## src/rtl/riscv_defines.sv

```systemverilog
// Shared encodings for the DIFT tag path: propagation modes, class indices, TPR reset.
package riscv_defines;

   localparam int unsigned ALU_MODE_WIDTH  = 2;
   localparam int unsigned NUM_TAG_CLASSES = 16;
   localparam logic [31:0] TPR_RESET       = 32'h0;

   typedef enum logic [ALU_MODE_WIDTH-1:0] {
      ALU_MODE_OLD   = 2'b00,
      ALU_MODE_AND   = 2'b01,
      ALU_MODE_OR    = 2'b10,
      ALU_MODE_CLEAR = 2'b11
   } alu_mode_e;

   typedef enum logic [3:0] {
      TAG_CLS_ALU_RR = 4'd0,
      TAG_CLS_ALU_RI = 4'd1,
      TAG_CLS_SHIFT  = 4'd2,
      TAG_CLS_CMP    = 4'd3,
      TAG_CLS_MULDIV = 4'd4,
      TAG_CLS_LOAD   = 4'd5,
      TAG_CLS_STORE  = 4'd6,
      TAG_CLS_BRANCH = 4'd7,
      TAG_CLS_JUMP   = 4'd8,
      TAG_CLS_UPPER  = 4'd9,
      TAG_CLS_CSR    = 4'd10,
      TAG_CLS_RSV11  = 4'd11,
      TAG_CLS_RSV12  = 4'd12,
      TAG_CLS_RSV13  = 4'd13,
      TAG_CLS_RSV14  = 4'd14,
      TAG_CLS_RSV15  = 4'd15
   } tag_cls_e;

endpackage

```

## src/rtl/riscv_tpr_field_mux.sv

```systemverilog
// Combinational lookup of the propagation mode for one instruction class from the TPR.
// Reserved classes are decoded like any other field.
module riscv_tpr_field_mux
   import riscv_defines::*;
#(
   parameter int unsigned MODE_WIDTH  = ALU_MODE_WIDTH,
   parameter int unsigned NUM_CLASSES = NUM_TAG_CLASSES
) (
   input  logic [NUM_CLASSES*MODE_WIDTH-1:0] tpr,
   input  logic [3:0]                        cls,
   output logic [MODE_WIDTH-1:0]             mode
);

   // Select field cls = tpr[2*cls+1:2*cls]
   always_comb begin
      mode = '0;
      for (int unsigned k = 0; k < NUM_CLASSES; k++) begin
         if (32'(cls) == k) begin
            mode = tpr[k*MODE_WIDTH +: MODE_WIDTH];
         end
      end
   end

endmodule

```

## src/rtl/riscv_tag_prop_decoder.sv

```systemverilog
// ID-stage tag propagation decoder: owns the TPR, maps instruction class to a
// propagation mode, masks immediate tags, and registers the result into the
// ID/EX tag pipeline entry feeding the tag ALU.
module riscv_tag_prop_decoder
   import riscv_defines::*;
#(
   parameter int unsigned ALU_MODE_WIDTH = riscv_defines::ALU_MODE_WIDTH,
   parameter int unsigned TAG_WIDTH      = 32,
   parameter int unsigned NUM_CLASSES    = NUM_TAG_CLASSES
) (
   input  logic                      clk,
   input  logic                      rst_n,
   input  logic                      tpr_we_i,
   input  logic [31:0]               tpr_wdata_i,
   output logic [31:0]               tpr_o,
   input  logic                      id_valid_i,
   input  logic [3:0]                id_class_i,
   input  logic                      id_use_imm_i,
   input  logic [TAG_WIDTH-1:0]      id_tag_a_i,
   input  logic [TAG_WIDTH-1:0]      id_tag_b_i,
   output logic                      id_ready_o,
   input  logic                      ex_ready_i,
   input  logic                      flush_i,
   output logic                      ex_valid_o,
   output logic [ALU_MODE_WIDTH-1:0] ex_operator_o,
   output logic [TAG_WIDTH-1:0]      ex_tag_a_o,
   output logic [TAG_WIDTH-1:0]      ex_tag_b_o
);

   localparam logic [ALU_MODE_WIDTH-1:0] MODE_OLD = ALU_MODE_WIDTH'(ALU_MODE_OLD);

   logic [31:0]               tpr_q;
   logic [ALU_MODE_WIDTH-1:0] id_mode;
   logic [TAG_WIDTH-1:0]      id_tag_b;
   logic                      ex_valid_q;
   logic [ALU_MODE_WIDTH-1:0] ex_operator_q;
   logic [TAG_WIDTH-1:0]      ex_tag_a_q;
   logic [TAG_WIDTH-1:0]      ex_tag_b_q;

   riscv_tpr_field_mux #(
      .MODE_WIDTH  (ALU_MODE_WIDTH),
      .NUM_CLASSES (NUM_CLASSES)
   ) u_field_mux (
      .tpr  (tpr_q),
      .cls  (id_class_i),
      .mode (id_mode)
   );

   assign id_tag_b   = id_use_imm_i ? '0 : id_tag_b_i;
   assign id_ready_o = ex_ready_i | ~ex_valid_q;

   // TPR: fully writable CSR, new value visible the cycle after the write
   always_ff @(posedge clk or negedge rst_n) begin
      if (!rst_n) begin
         tpr_q <= TPR_RESET;
      end else if (tpr_we_i) begin
         tpr_q <= tpr_wdata_i;
      end
   end

   // ID/EX tag entry: flush beats load; invalid entries always carry OLD
   always_ff @(posedge clk or negedge rst_n) begin
      if (!rst_n) begin
         ex_valid_q    <= 1'b0;
         ex_operator_q <= MODE_OLD;
         ex_tag_a_q    <= '0;
         ex_tag_b_q    <= '0;
      end else if (flush_i) begin
         ex_valid_q    <= 1'b0;
         ex_operator_q <= MODE_OLD;
         ex_tag_a_q    <= '0;
         ex_tag_b_q    <= '0;
      end else if (id_ready_o) begin
         ex_valid_q    <= id_valid_i;
         ex_operator_q <= id_valid_i ? id_mode : MODE_OLD;
         ex_tag_a_q    <= id_tag_a_i;
         ex_tag_b_q    <= id_tag_b;
      end
   end

   assign tpr_o         = tpr_q;
   assign ex_valid_o    = ex_valid_q;
   assign ex_operator_o = ex_operator_q;
   assign ex_tag_a_o    = ex_tag_a_q;
   assign ex_tag_b_o    = ex_tag_b_q;

endmodule

```

## config.mk

```make
export PLATFORM = sky130hd
export DESIGN_NAME = riscv_tag_prop_decoder
export DESIGN_NICKNAME = d
export VERILOG_FILES = /design/src/rtl/riscv_defines.sv /design/src/rtl/riscv_tpr_field_mux.sv /design/src/rtl/riscv_tag_prop_decoder.sv
export SDC_FILE = /design/constraint.sdc
export NUM_CORES = 1
export LEC_CHECK = 0
export ABC_AREA = 1
export CORE_MARGIN = 2
export CORE_UTILIZATION = 35
export CTS_BUF_LIST = sky130_fd_sc_hd__clkbuf_4
export DETAILED_ROUTE_END_ITERATION = 8
export PLACE_DENSITY = 0.72
export RECOVER_POWER = 25
export SYNTH_ARGS = -nofsm -noshare
export SYNTH_HDL_FRONTEND = slang
export SYNTH_SLANG_ARGS = --single-unit
```

## constraint.sdc

```tcl
create_clock -name clk -period 1.9 [get_ports clk]
set_clock_uncertainty 0.2 [all_clocks]
set_input_delay 0.38 -clock clk [delete_from_list [all_inputs] [get_ports clk]]
set_output_delay 0.38 -clock clk [all_outputs]
set_load 0.05 [all_outputs]
```

==> results.toml <==
[worst_setup_path]
criticalPathCategory = "input pin to flip-flop"
r2r-end = "ex_tag_b_o[17]"
worst-path-max-fanout = 42
critPathBufInv = 2
cp.arrival_ns = 2.02
cp_data_required_time_ns = 2.06
regToRegStartpoint = "ex_valid_o"
rrSetupSlack_ns = 0.24
crit_family = "buffers and inverters"
path_depth = 3
cpMaxStageDelayCell = "sky130_fd_sc_hd__clkbuf_2"
worstPathCellList = "dlygate4sd3_1 -> clkbuf_2 -> mux2_2"
max_stage_delay_ns = 0.68
setup.worst_path.start_class = "input pin"
worst-r2r-cell-count = 7
end_kind = "flip-flop"

[floorplanning]
design.core.area_sq_um = 11400
die_h_um = 112
ios = 207
die-area_sq_um = 12600
floorplan.initialDensity_pct = 35.8
floorplan_row_count = 39
die_w_um = 112

[cts]
clock_latency_ns = 0.46
tritoncts = "built"
cts_buffer_depth = 2
cts_num_sinks = 99
cts_root_buffer = "sky130_fd_sc_hd__clkbuf_4"
tritoncts_buffers = 9
htree_levels = 3
clock_pin_slew_of_the_registers_on_the_worst_case_setup_and_hold_paths_ns = 0.14

[hold_path]
hp-start = "tpr_wdata_i[16]"
hp_class = "input pin to flip-flop"
min_delay_path_depth = 3
holdPathEnd = "tpr_o[16]"

[drt]
vias_per_cell = 4.98
totalWireLength_mm = 12.0
detail_route.iter0.violations = 237
average_wire_per_cell_in_the_routed_design_um = 15.7
detailedRoute.firstPassIterationCount = 4
drt_drc_violations_left = 0
num_vias = 3815
antenna_violating_nets_post_route = 0

[logic_synthesis]
synthTopCellsByArea = "sky130_fd_sc_hd__dfrtp_1 (61%), sky130_fd_sc_hd__a32o_1 (7.8%), sky130_fd_sc_hd__nor2_1 (7.0%)"
avgSynthCellArea_sq_um = 10.4
synthSimpleGateAreaFrac_pct = 14.6
yosys_warnings = 0
seq_area_frac_synth_pct = 60.5
post_synthesis_sequential_element_count = 99
yosys-mux-area-fraction_pct = 6.05
netlist_instances = 394
synth_top_area_share_pct = 60.5
synth_cell_types = 21
synth_compound_area_share_pct = 14.2
synthesis.nets = 501
largest_family_of_logic_cells_by_synthesized_area = "simple AND/OR/NAND/NOR gates"
post_synth_fa_ha_maj_area_fraction_pct = 0
netlist_area_sq_um = 4090
post_synthesis_share_of_cell_area_spent_on_xor_and_xnor_gates_pct = 0
post-synth-top-area-cell = "sky130_fd_sc_hd__dfrtp_1"

[power_and_ir_drop]
p_total_mw = 4.93
internal_power_mw = 3.23
part_of_the_total_power_dissipated_in_the_clock_network_pct = 22.6
ir_worst_vdd_uv = 650
p_seq_share_pct = 48.0
power.static_leakage_nw = 3.09
p_sw_mw = 1.71
p_comb_share_pct = 29.4
swShare_pct = 34.6
pwr_density_cell_nw_per_um2 = 768

[sta]
setup_repair_after_global_routing_missed_its_margin = "true"
final.min_clock_period_ns = 1.86
fin_setup_tns_ns = 0
slew_violations = 0
report.final.setup_viol = 0
clock.fmax_mhz = 538
max_slew_margin_pct = 41.0
tightestPinTransition_ns = 0.885
period_share_pct = 97.7
finalHoldViolations = 0

[cells_and_area]
area.growth.synth_to_final_pct = 56.9
most-common-layout-cells = "sky130_fd_sc_hd__buf_4 (121), sky130_fd_sc_hd__clkdlybuf4s50_1 (102), sky130_fd_sc_hd__dfrtp_1 (98)"
final_common_cell = "sky130_fd_sc_hd__buf_4"
finish.net_count = 724
final_layout_size_suffix_gt1_share_pct = 29.6

[grt]
first_global_vias = 4039
grt.overflow.total = 0
global_route_wire_length_before_repair_mm = 19.4
antenna_found_initial = 1
global_route.usage.total_pct = 19.1
grt_max_degree = 43

[placed_design]
place_hpwl_mm = 8.98
number_of_buffer_cells_added_on_primary_ports = 206
place.gp.congestion = 0.936

[status]
outcome = "finished, final reports clean"

[flow_run]
drv.max_cap_violation_count = 0
## Yosys cell counts (all sizes together)
library cell	count
a31o	1
mux2	22
nor2	80
nor3	1
a21oi	4
nand4	5
a32o	32
clkbuf	15
dfrtp	99
o2111ai	1
buf	9
inv	25
nand2	39
o31ai	1
nand3	15
nor4	2
o21ai	43
## sequential cells by signal, summed over array words and instances (netlist names)
register / count
tpr_o: 32
ex_operator_o: 2
ex_tag_a_o: 32
ex_tag_b_o: 32
ex_valid_o: 1
## power by group through the flow
stage | combinational [mW] | clock, mW | sequential [mW]
finish | 1.45 | 1.12 | 2.37
global route | 1.53 | 1.25 | 2.39
floorplan | 0.269 | 0 | 2.92
CTS | 1.47 | 1.17 | 2.37
detailed placement | 1.46 | 0 | 2.41
global placement | 1.44 | 0 | 2.40
## what timing repair did
action                                  4_1_cts  5_1_grt
endpoints found under the hold margin        99        0
resized for setup                             0        8
pin swaps                                     0        1
gates cloned                                  0        0
endpoints found under the setup margin        1        3
setup buffers                                 1        2
hold buffers                                  1        0
## routing by layer
layer	GRT usage [%]	part of all wire, %
met1	23.0	40
met2	32.7	50
met3	6.70	7.8
met4	5.53	1.7
met5	0	0
## worst min-delay path, stage by stage
cell                              delay [ns]
sky130_fd_sc_hd__clkdlybuf4s50_1        0.40
sky130_fd_sc_hd__nand2_1                0.06
sky130_fd_sc_hd__o21ai_0                0.07
## logic make-up (layout without fill, tap and decap cells)
group,Yosys count,in the layout
buf+inv,49,277
flops,99,99
other cells,0,1
mux,22,22
simple gates,142,142
compound gates,82,82
## through the flow
step / hold WS, ns / setup WS (ns) / instances / util [%] / instance area (sq um)
after floorplan: -0.116 / 0.0245 / 394 / - / 4100
after global placement: 0.140 / -0.316 / 745 / 54.9 / 6270
after detailed placement: 0.147 / -0.412 / 745 / 54.9 / 6270
after CTS: 0.168 / 0.000920 / 763 / 56.3 / 6430
after global routing: 0.234 / -0.0303 / 766 / 56.2 / 6420
final: 0.277 / 0.0430 / 766 / 56.2 / 6420
## cell type report
type                    count  area [sq um]
fillers                  1022          5000
flip-flops and latches     99          2480
clock inverters             6          66.3
repair buffers            236          2080
multi-input cells         246          1440
inverters                  25          93.8
diodes                      1          2.50
well taps                 143           179
clock buffers              10          75.1
## worst max-delay path by stage
stage                  start               end  slack (ns)
3_5_place_dp   id_class_i[3]  ex_operator_o[1]       -0.41
2_1_floorplan     ex_valid_o        id_ready_o        0.02
4_1_cts           ex_valid_o        id_ready_o      0.0009
3_3_place_gp   id_class_i[1]  ex_operator_o[1]       -0.32
5_1_grt           ex_valid_o        id_ready_o       -0.03
6_report            tpr_we_i         tpr_o[26]        0.04
(Power assumes the default switching activity.)
